$ cat config.mk
export PLATFORM = sky130hd
export DESIGN_NAME = stack_ctrl
export DESIGN_NICKNAME = d
export VERILOG_FILES = /design/src/rtl/stack_pkg.sv /design/src/rtl/stack_ctrl.sv
export SDC_FILE = /design/constraint.sdc
export NUM_CORES = 1
export LEC_CHECK = 0
export CAP_MARGIN = 20
export CELL_PAD_IN_SITES_DETAIL_PLACEMENT = 1
export CELL_PAD_IN_SITES_GLOBAL_PLACEMENT = 1
export CORE_UTILIZATION = 32
export DETAILED_ROUTE_END_ITERATION = 10
export HOLD_SLACK_MARGIN = 0.1
export PLACE_DENSITY_LB_ADDON = 0.2
export SLEW_MARGIN = 10
export SYNTH_ARGS = -nofsm -noshare
export SYNTH_HDL_FRONTEND = slang
export SYNTH_SLANG_ARGS = --single-unit
$ cat constraint.sdc
create_clock -name clk -period 4.75 [get_ports clk]
set_input_delay 0.7125 -clock clk [delete_from_list [all_inputs] [get_ports clk]]
set_output_delay 0.7125 -clock clk [all_outputs]
set_load 0.1 [all_outputs]
$ cat src/rtl/stack_pkg.sv
// Shared definitions for the hardware-stack sequencer: SP register control
// codes and the sequencer state type.
package stack_pkg;

  localparam logic [1:0] SP_STORE = 2'b00;
  localparam logic [1:0] SP_CLEAR = 2'b01;
  localparam logic [1:0] SP_INC   = 2'b10;
  localparam logic [1:0] SP_DEC   = 2'b11;

  typedef enum logic [2:0] {
    CLR,
    IDLE,
    PUSH,
    POP,
    POP_WAIT
  } state_e;

endpackage

$ cat src/rtl/stack_ctrl.sv
// Push/pop sequencer driving an external falling-edge SP register and a
// synchronous stack RAM. Optional sticky error flag: define STACK_ERR_EN.
module stack_ctrl
  import stack_pkg::*;
#(
  parameter int N     = 8,
  parameter int W     = 8,
  parameter int DEPTH = 16
) (
  input  logic         clk,
  input  logic         rst,
  input  logic         push_req,
  input  logic         pop_req,
  input  logic         clr_req,
  input  logic [W-1:0] din,
  output logic         ready,
  output logic [W-1:0] dout,
  output logic         dout_valid,
  output logic         full,
  output logic         empty,
  output logic         err,
  input  logic [N-1:0] sp_in,
  output logic [1:0]   sp_ctrl,
  output logic [N-1:0] mem_addr,
  output logic         mem_we,
  output logic         mem_re,
  output logic [W-1:0] mem_wdata,
  input  logic [W-1:0] mem_rdata
);

  state_e         state_q;
  logic [W-1:0]   dout_q;
  logic           dout_valid_q;
  logic [N-1:0]   mem_addr_q;
  logic           mem_we_q;
  logic           mem_re_q;
  logic [W-1:0]   mem_wdata_q;
`ifdef STACK_ERR_EN
  logic           err_q;
`endif

  assign full  = (sp_in == N'(DEPTH));
  assign empty = (sp_in == '0);
  assign ready = (state_q == IDLE);

  always_comb begin
    sp_ctrl = SP_STORE;
    case (state_q)
      CLR:     sp_ctrl = SP_CLEAR;
      PUSH:    sp_ctrl = SP_INC;
      POP:     sp_ctrl = SP_DEC;
      default: sp_ctrl = SP_STORE;
    endcase
  end

  // The RAM address is captured at accept time so the mid-cycle SP update
  // cannot disturb the access already in flight.
  always_ff @(posedge clk) begin
    if (rst) begin
      state_q      <= CLR;
      dout_q       <= '0;
      dout_valid_q <= 1'b0;
      mem_addr_q   <= '0;
      mem_we_q     <= 1'b0;
      mem_re_q     <= 1'b0;
      mem_wdata_q  <= '0;
`ifdef STACK_ERR_EN
      err_q        <= 1'b0;
`endif
    end else begin
      mem_we_q     <= 1'b0;
      mem_re_q     <= 1'b0;
      dout_valid_q <= 1'b0;
      case (state_q)
        CLR: state_q <= IDLE;
        IDLE: begin
          if (clr_req) begin
            state_q <= CLR;
`ifdef STACK_ERR_EN
            err_q   <= 1'b0;
`endif
          end else if (push_req) begin
            if (!full) begin
              state_q     <= PUSH;
              mem_addr_q  <= sp_in;
              mem_wdata_q <= din;
              mem_we_q    <= 1'b1;
            end
`ifdef STACK_ERR_EN
            else err_q <= 1'b1;
`endif
          end else if (pop_req) begin
            if (!empty) begin
              state_q    <= POP;
              mem_addr_q <= sp_in - N'(1);
              mem_re_q   <= 1'b1;
            end
`ifdef STACK_ERR_EN
            else err_q <= 1'b1;
`endif
          end
        end
        PUSH: state_q <= IDLE;
        POP:  state_q <= POP_WAIT;
        POP_WAIT: begin
          dout_q       <= mem_rdata;
          dout_valid_q <= 1'b1;
          state_q      <= IDLE;
        end
        default: state_q <= CLR;
      endcase
    end
  end

  assign dout       = dout_q;
  assign dout_valid = dout_valid_q;
  assign mem_addr   = mem_addr_q;
  assign mem_we     = mem_we_q;
  assign mem_re     = mem_re_q;
  assign mem_wdata  = mem_wdata_q;
`ifdef STACK_ERR_EN
  assign err = err_q;
`else
  assign err = 1'b0;
`endif

endmodule

==> flow_metrics.py, run 1 <==
metrics = {
    "outcome": {
        "run_status": "completed",
    },
    "floorplanning": {
        "dieArea_sq_um": 4740,
        "dieWidth_um": 68.9,
        "core_area_sq_um": 4140,
        "initial_core_util": 0.345,
        "row_count": 23,
        "io_pins": 62,
        "die_h_um": 68.9,
    },
    "grt": {
        "grt_usage": 0.191,
        "antenna_found_initial": 0,
        "grt_overflow": 0,
        "grt_max_degree": 31,
        "grt_pass1_vias": 1362,
        "grt_pass1_wl_um": 6440,
    },
    "placed_design": {
        "place_area_sq_um": 2000,
        "gp_congestion": 0.839,
        "dpl.hpwl_um": 3220,
        "port-buffer-count": 60,
    },
    "power": {
        "p_switching_mw": 0.197,
        "power.density_nw_per_um2": 306,
        "switching_share": 0.302,
        "power.internal_mw": 0.455,
        "power_frac_clock": 0.365,
        "pwr-share-comb": 0.229,
        "leakagePower_nw": 0.739,
        "ir_worst_vdd_mv": 0.122,
        "seqPwrFrac": 0.406,
    },
    "synthesis": {
        "synth_edf_count": 0,
        "synth-compound-area-share": 0.198,
        "synth_top_cell_area_share": 0.420,
        "syn-cell-area_sq_um": 1430,
        "synth_mux_area_frac": 0,
        "netlist_instances": 168,
        "synth_top_family_by_area": "simple AND/OR/NAND/NOR gates",
        "synth_xor_area_frac": 0.0306,
        "ys_types": 37,
        "yosysWarnings": 0,
        "synth-simple-area-share": 0.263,
        "synthTopCellsByArea": "dfxtp_1 (42%), a21oi_1 (8.7%), nand2_1 (8.7%), nor3_1 (3.5%), buf_6 (3.1%)",
        "avgSynthCellArea_sq_um": 8.52,
        "synth_nets": 199,
        "synthFlopType": "dfxtp_1",
        "yosysSeqAreaShare": 0.420,
        "synth_top_cell_by_area": "dfxtp_1",
        "synth-adder-area-share": 0.0175,
        "synth-async-reset-ratio": 0,
        "synth-seq-cells": 30,
    },
    "cells_and_area": {
        "nFillCells": 491,
        "area_growth_pct": 48.7,
        "layout-drive-gt1-share": 0.0804,
        "final_core_util": 0.514,
        "final_nets": 254,
        "antenna_cells": 0,
        "final_area_sq_um": 2130,
        "mostFrequentLayoutCells": "clkdlybuf4s50_1 (58), nand2_1 (33), dfxtp_1 (30)",
        "final_common_cell": "clkdlybuf4s50_1",
    },
    "critical_path": {
        "slowest_stage": "or3b_1",
        "worst_setup_path_end_kind": "output pin",
        "cp.required_ps": 4040,
        "worstPathCellList": "clkdlybuf4s50_1, inv_1, ha_1, or3b_1, nor2_1, buf_4",
        "cp_max_fo": 7,
        "crit_type": "input port to output pin",
        "worstPathArrival_ps": 2430,
        "slowest_delay_ps": 520,
        "startpoint_type": "input port",
    },
    "route": {
        "firstDrtPassIters": 4,
        "dr_wl_met3_um": 232,
        "viasPerCell": 5.08,
        "top_layer": "met4",
        "drt_wl_total_um": 4180,
        "drc_errors": 0,
        "wl_met1_um": 1700,
        "wl_per_cell_um": 15.3,
        "met2WireLength_um": 2170,
        "drt_iter0_drc": 43,
        "postRouteAntennaNets": 0,
        "num_vias": 1392,
    },
    "timing": {
        "finalMaxSlewViolations": 0,
        "rsz0062_at_grt": "no",
        "fin_crit_ps": 3140,
        "clock_skew_ps": 3.23,
        "setup_viol": 0,
        "tightest_slew_ps": 1000,
        "finalSetupTns_ps": 0,
        "hold_viol": 0,
        "period_share": 0.661,
        "slew_headroom": 0.331,
        "fmax_mhz": 319,
    },
    "clocking": {
        "cts_setup_buffers": 0,
        "clk_latency_ps": 280,
        "cts_buffers": 5,
        "clock_sinks": 30,
        "cts_tree": "done",
        "clk_path_buf_depth": 2,
        "post_cts_resize_count": 0,
        "cts_root_buf": "clkbuf_8",
        "htreeDepth": 2,
        "cts_hold_buf": 0,
        "path_clk_slew_ps": 60,
    },
    "job": {
        "drv_cap": 0,
    },
    "hold_path": {
        "min_path_type": "flip-flop to flip-flop",
    },
}
==> final timing paths <==
path	start	end	slack (ps)	cells past startpoint
setup reg to reg	state_q[2]	dout[4]	2930	4
setup / recovery	sp_in[0]	empty	1610	6
hold / removal	mem_wdata[7]	mem_wdata[7]	460	2
hold reg to reg	mem_wdata[7]	mem_wdata[7]	460	2
==> critical path, delay by kind of cell <==
kind / cells / cell delay [ps]
buf+inv: 3 / 870
simple gates: 2 / 680
fa+ha+maj: 1 / 160
==> through the flow <==
| stage | hold WS (ps) | instances | setup slack [ps] | total power, mW |
|---|---|---|---|---|
| floorplan | 534 | 168 | 1340 | 0.370 |
| global placement | 441 | 265 | 1670 | 0.414 |
| detailed placement | 452 | 265 | 1620 | 0.418 |
| CTS | 461 | 273 | 1610 | 0.660 |
| global route | 487 | 274 | 1550 | 0.677 |
| finish | 458 | 274 | 1610 | 0.651 |
==> cell type report <==
cell class	instances	area (sq um)	share of cell area
sequential	30	601	0.282
tap	50	62.6	0.0294
multi-input combinational	122	733	0.345
timing repair buffer	61	611	0.287
inverter	3	11.3	0.00529
clock buffer	8	110	0.0517
==> power by group through the flow <==
stage               registers (mW)  logic, mW  clock network, mW
global placement             0.269      0.144                  0
floorplan                    0.313     0.0569                  0
finish                       0.264      0.149              0.238
global route                 0.265      0.157              0.255
detailed placement           0.270      0.148                  0
CTS                          0.265      0.149              0.247
==> metal layers <==
metal / vias up / global-route usage
li1: 687 / -
met2: 42 / 0.340
met3: 6 / 0.0477
met4: 0 / 0.0842
met1: 657 / 0.212
met5: - / 0
==> synth_stat cells (3+ instances only) <==
library cell / instances
dfxtp_1: 30
clkbuf_1: 4
buf_2: 3
o22ai_1: 3
nor3_1: 10
a21oi_1: 25
o21ai_0: 5
nor2_1: 7
or4_1: 3
buf_6: 4
nand2_1: 33
inv_1: 3
nand3_1: 5
xnor2_1: 3
==> state kept, by name, summed over array words and instances (netlist names) <==
register    count
mem_we          1
dout_valid      1
mem_addr        8
mem_re          1
dout            8
mem_wdata       8
state_q         3
==> cells by family (layout without fill, tap and decap cells) <==
kind of cell	Yosys count	count (layout)
compound gates	42	42
other cells	1	1
simple gates	72	72
buf+inv	16	72
fa+ha+maj	2	2
flops	30	30
xor+xnor	5	5
Power figures use the tool's default switching activity.
==> run 2: changes to the inputs <==
--- a/config.mk
+++ b/config.mk
@@ -8,7 +8,7 @@
 export CAP_MARGIN = 20
 export CELL_PAD_IN_SITES_DETAIL_PLACEMENT = 1
 export CELL_PAD_IN_SITES_GLOBAL_PLACEMENT = 1
-export CORE_UTILIZATION = 32
+export CORE_UTILIZATION = 27
 export DETAILED_ROUTE_END_ITERATION = 10
 export HOLD_SLACK_MARGIN = 0.1
 export PLACE_DENSITY_LB_ADDON = 0.2
==> constraint.sdc (replaced) <==
create_clock -name clk -period 2.71 [get_ports clk]
set_input_delay 0.4065 -clock clk [delete_from_list [all_inputs] [get_ports clk]]
set_output_delay 0.4065 -clock clk [all_outputs]
set_load 0.1 [all_outputs]
==> flow_metrics.py, run 2 (synthesis results as in run 1) <==
metrics = {
    "critical_path": {
        "r2r_cells": 4,
        "worst_setup_path_end_kind": "output pin",
        "worstPathArrival_ps": 2030,
        "startpoint_type": "input port",
        "crit_end": "empty",
        "crit_start": "sp_in[0]",
        "reg2reg_slack_ps": 1010,
        "crit_type": "input port to output pin",
        "cp.required_ps": 2300,
        "r2r-start": "state_q[2]",
        "r2r-end": "mem_addr[1]",
        "cp_max_fo": 7,
    },
    "clocking": {
        "post_cts_resize_count": 0,
        "cts_root_buf": "clkbuf_8",
        "cts_tree": "done",
        "clk_path_buf_depth": 2,
        "clock_sinks": 30,
        "path_clk_slew_ps": 60,
        "cts_buffers": 5,
        "clk_latency_ps": 280,
        "htreeDepth": 2,
        "cts_setup_buffers": 0,
        "cts_hold_buf": 0,
    },
    "hold_path": {
        "min_path_type": "flip-flop to flip-flop",
    },
    "grt": {
        "grt_usage": 0.138,
        "grt_overflow": 0,
        "grt_max_degree": 31,
        "grt_pass1_vias": 1187,
        "grt_pass1_wl_um": 5690,
        "antenna_found_initial": 0,
    },
    "timing": {
        "period_share": 0.898,
        "slew_headroom": 0.640,
        "fin_crit_ps": 2430,
        "hold_viol": 0,
        "holdWs_ps": 455,
        "clock_skew_ps": 6.88,
        "setup_viol": 0,
        "fmax_mhz": 411,
        "finalSetupTns_ps": 0,
        "tightest_slew_ps": 537,
        "fin_ws_ps": 276,
        "finalMaxSlewViolations": 0,
        "rsz0062_at_grt": "no",
    },
    "cells_and_area": {
        "layout-drive-gt1-share": 0.237,
        "antenna_cells": 0,
        "final_nets": 258,
        "final_area_sq_um": 2120,
        "area_growth_pct": 48.0,
        "mostFrequentLayoutCells": "buf_4 (35), nand2_1 (33), dfxtp_1 (30)",
        "final_common_cell": "buf_4",
        "nFillCells": 623,
    },
    "floorplanning": {
        "io_pins": 62,
        "core_area_sq_um": 5110,
        "dieWidth_um": 74.8,
        "die_h_um": 74.8,
        "row_count": 26,
        "initial_core_util": 0.280,
        "dieArea_sq_um": 5600,
    },
    "route": {
        "viasPerCell": 4.60,
        "wl_per_cell_um": 12.9,
        "drt_iter0_drc": 49,
        "firstDrtPassIters": 4,
        "drt_wl_total_um": 3850,
        "num_vias": 1370,
        "drc_errors": 0,
        "postRouteAntennaNets": 0,
    },
    "placed_design": {
        "dpl_worst_slack_ps": 263,
        "dpl.hpwl_um": 2800,
        "place_area_sq_um": 2020,
        "gp_congestion": 0.685,
        "port-buffer-count": 60,
    },
    "power": {
        "leakagePower_nw": 0.812,
        "p_total_mw": 1.10,
        "ir_worst_vdd_mv": 0.189,
        "power.density_nw_per_um2": 517,
    },
    "outcome": {
        "run_status": "completed",
    },
    "job": {
        "drv_cap": 0,
    },
}
-- run 2: cell types whose count changed in the layout (fill, tap and decap cells not counted), sizes merged --
cell and change:
clkdlybuf4s50 -30, clkbuf -2, clkinvlp +1, buf +34, clkinv +1
-- run 2: routing by layer --
layer	wire (um)	track usage
met5	0	0
met4	50	0.0566
met3	194	0.0388
met2	1820	0.223
met1	1790	0.174
-- run 2: critical path, stage by stage --
cell and delay [ps]:
clkdlybuf4s50_1 440, inv_1 90, ha_1 150, or3b_1 520
nor2_2 220, buf_12 190
-- run 2: where the power goes --
group	total, mW	internal, mW	leakage (nW)	switching [mW]
logic	0.256	0.0844	0.522	0.171
registers	0.464	0.454	0.243	0.00981
clock network	0.377	0.204	0.0472	0.173
total	1.10	0.742	0.812	0.354
-- run 2: how the worst min path moves through the flow --
stage	start	end	depth (start not counted)
2_1_floorplan	rst	state_q[2]	1
3_3_place_gp	mem_wdata[5]	mem_wdata[5]	2
3_5_place_dp	dout[3]	dout[3]	2
4_1_cts	dout[3]	dout[3]	2
5_1_grt	dout[3]	dout[3]	2
6_report	dout[3]	dout[3]	2
-- run 2: layout make-up --
class	instances	area, sq um	area share
Sequential cell	30	601	0.284
Inverter	3	11.3	0.00532
Clock inverter	2	12.5	0.00591
Tap cell	70	87.6	0.0413
Timing Repair Buffer	65	583	0.275
Clock buffer	6	82.6	0.0390
Multi-Input combinational cell	122	741	0.350
-- run 2: per-stage QoR --
stage / util / std cells
floorplan: - / 168
global placement: 0.396 / 290
detailed placement: 0.396 / 290
CTS: 0.415 / 298
global route: 0.415 / 298
finish: 0.415 / 298
==> patch (config.mk and constraints of run 2) <==
The parameter `W` goes from 8 to 12.
--- a/src/rtl/stack_ctrl.sv
+++ b/src/rtl/stack_ctrl.sv
@@ -4,7 +4,7 @@
   import stack_pkg::*;
 #(
   parameter int N     = 8,
-  parameter int W     = 8,
+  parameter int W     = 12,
   parameter int DEPTH = 16
 ) (
   input  logic         clk,
Ports: changed (resized din, dout, mem_rdata and mem_wdata); port bits go from 62 to 78. The function was not compared with the original's and may differ.
==> patch against run 2 <==
  * Routed wire length grew 7.3%
  * Synthesized area rose by 13%
  * First-iteration DRC count is 53% lower
  * Fmax down 0.27%
  * Register-to-register slack lost 0.24 ns
  * Setup slack worse by 0.0066 ns
  * Total power is 13% higher
  * Sequential cell count up 8
  * Non-clock buffer count up 17
  * Design area increased by 17%
  * Cell count increased by 10%
  * Largest cell class unchanged
==> patch: results (changes against run 2) <==
- GPL Wtd Cong: 0.6703 (-2.1%)
- Crit Path Max Fanout: 4 (-3)
- Asr flop ratio synth: 0% (unchanged)
- Vias per inst: 4.517 (-1.8%)
- HP Class: reg2reg
- Initial antenna violation count: 0 (unchanged)
- Worst R2R Setup Slack: 0.77 ns (-0.24 ns)
- DR iter-0 viols: 23 (-53%)
- Warnings from Yosys: 0 (unchanged)
- CTS Buf Count: 5 (unchanged)
- Post-synthesis sequential area ratio: 47.10% (+5.1 points)
- Crit Reg-Reg Startpoint: state_q[2]$_SDFFE_PP0P_
- Synth cell count leaders: dfxtp_1 (38), nand2_1 (31), a21oi_1 (21)
- Layout cell share with drive strength beyond 1: 24.12% (+0.44 points)
- Per-cell routed wire length: 12.56 um (-2.8%)
- CTS Buffer Depth: 2 (unchanged)
- Ranking of synthesized cells by area: dfxtp_1 (47%), mux2i_1 (7.4%), nand2_1 (7.2%), a21oi_1 (6.5%), nor2_1 (4.6%)
- Final net count: 296 (+15%)
- Critical Path Sink: full
- Fill cells: 667 (+7.1%)
- Wire length on met1: 1757 um (-1.7%)
- Antenna Cells: 0 (unchanged)
- Max-slew headroom: 56.49% (-7.5 points)
- Met3 wire length: 253 um (+30%)
- Worst-path clk slew: around 0.07 ns
- DR WL met2: 2046 um (+12%)
- Reg2reg end: mem_wdata[5]$_SDFFE_PP0P_
- Peak supply drop: 0.1703 mV (-10%)
- Initial DRT Pass Iterations: 4 (unchanged)
- All-Layer GR Usage: 13.95% (+0.13 points)
- Standby leakage power: 0.9679 nW (+19%)
- Post-Syn Nets: 219 (+10%)
- H-tree Lvls: 2 (unchanged)
- Clk_lat worst skew: 0.28 ns (about the same)
- Internal power: 0.8557 mW (+15%)
- Number of global-route vias before repair: 1450 (+22%)
- Crit path launch: sp_in[0]
- Clk_skew: 0.001971 ns (-0.004911 ns)
- Synth cell types: 34 (-8.1%)
- Worst r2r path cells: 5 (+1)
- Largest net degree at the start of global routing: 19 (-39%)
- Status: finished clean
- Highest Signal Layer: met4
- Post-CTS Setup Repair Bufs: 0 (unchanged)
- PortBufs: 76 (+27%)
- CTS resizes: 0 (unchanged)
- First-pass GRT wire length: 6665 um (+17%)
- DP Wirelength: 3158 um (+13%)
- CTS root buf: clkbuf_8
## patch: power groups by stage
stage	combinational (mW)	clock, mW	sequential [mW]
2_1_floorplan	0.101	0	0.696
3_3_place_gp	0.303	0	0.597
3_5_place_dp	0.304	0	0.597
4_1_cts	0.305	0.371	0.585
5_1_grt	0.317	0.399	0.586
6_report	0.301	0.352	0.585
## patch: layout make-up
cell class                 count  area share (%)
clock buffer                   7           3.090
inverter                       4          0.6079
multi-input combinational    126           31.76
sequential                    38           30.80
tap                           72           3.647
timing repair buffer          82           30.09
## patch: metrics by stage
step           cells  hold slack [ns]  setup slack, ns  utilization, %  instance area [um2]
3_5_place_dp     322           0.4495           0.2508           42.43                 2394
4_1_cts          329           0.4592           0.2516           43.78                 2470
3_3_place_gp     322           0.4451           0.2857           42.43                 2394
5_1_grt          329           0.4681           0.1742           43.78                 2470
6_report         329           0.4573           0.2697           43.78                 2470
2_1_floorplan    180           0.5032           0.1765               -                 1623
## patch: critical path, cell delays in order
cell and delay [ns]:
clkdlybuf4s50_1 0.46, inv_1 0.11, ha_1 0.14, nor4b_2 0.42
nand3_1 0.18, inv_1 0.13, buf_12 0.18
## patch: worst min path at each step
stage / start / endpoint / slack, ns / cells past startpoint
finish: dout[10]$_SDFFE_PP0N_ / dout[10]$_SDFFE_PP0N_ / 0.46 / 2
detailed placement: dout[10]$_SDFFE_PP0N_ / dout[10]$_SDFFE_PP0N_ / 0.45 / 2
CTS: dout[10]$_SDFFE_PP0N_ / dout[10]$_SDFFE_PP0N_ / 0.46 / 2
global placement: dout[3]$_SDFFE_PP0N_ / dout[3]$_SDFFE_PP0N_ / 0.45 / 2
floorplan: state_q[0]$_SDFFE_PP0P_ / state_q[0]$_SDFFE_PP0P_ / 0.50 / 1
global route: dout[10]$_SDFFE_PP0N_ / dout[10]$_SDFFE_PP0N_ / 0.47 / 2
## patch: kinds of logic (layout without fill, tap and decap cells)
kind of cell | after synthesis | after routing | synth area share [%]
AOI/OAI and AO/OA | 34 | 34 | 14.49
buffers and inverters | 16 | 93 | 4.802
xor gates and xnor gates | 7 | 7 | 3.796
DFF | 38 | 38 | 47.10
muxes | 12 | 12 | 7.436
adders and majority gates | 2 | 2 | 1.549
other | 1 | 1 | 0.2322
and+or+nand+nor | 70 | 70 | 20.60
## patch: metal layers
layer	vias to the layer above	GRT usage (%)
met1	668	15.38
met4	0	6.545
met3	7	3.793
met2	49	24.66
li1	762	-
met5	-	0
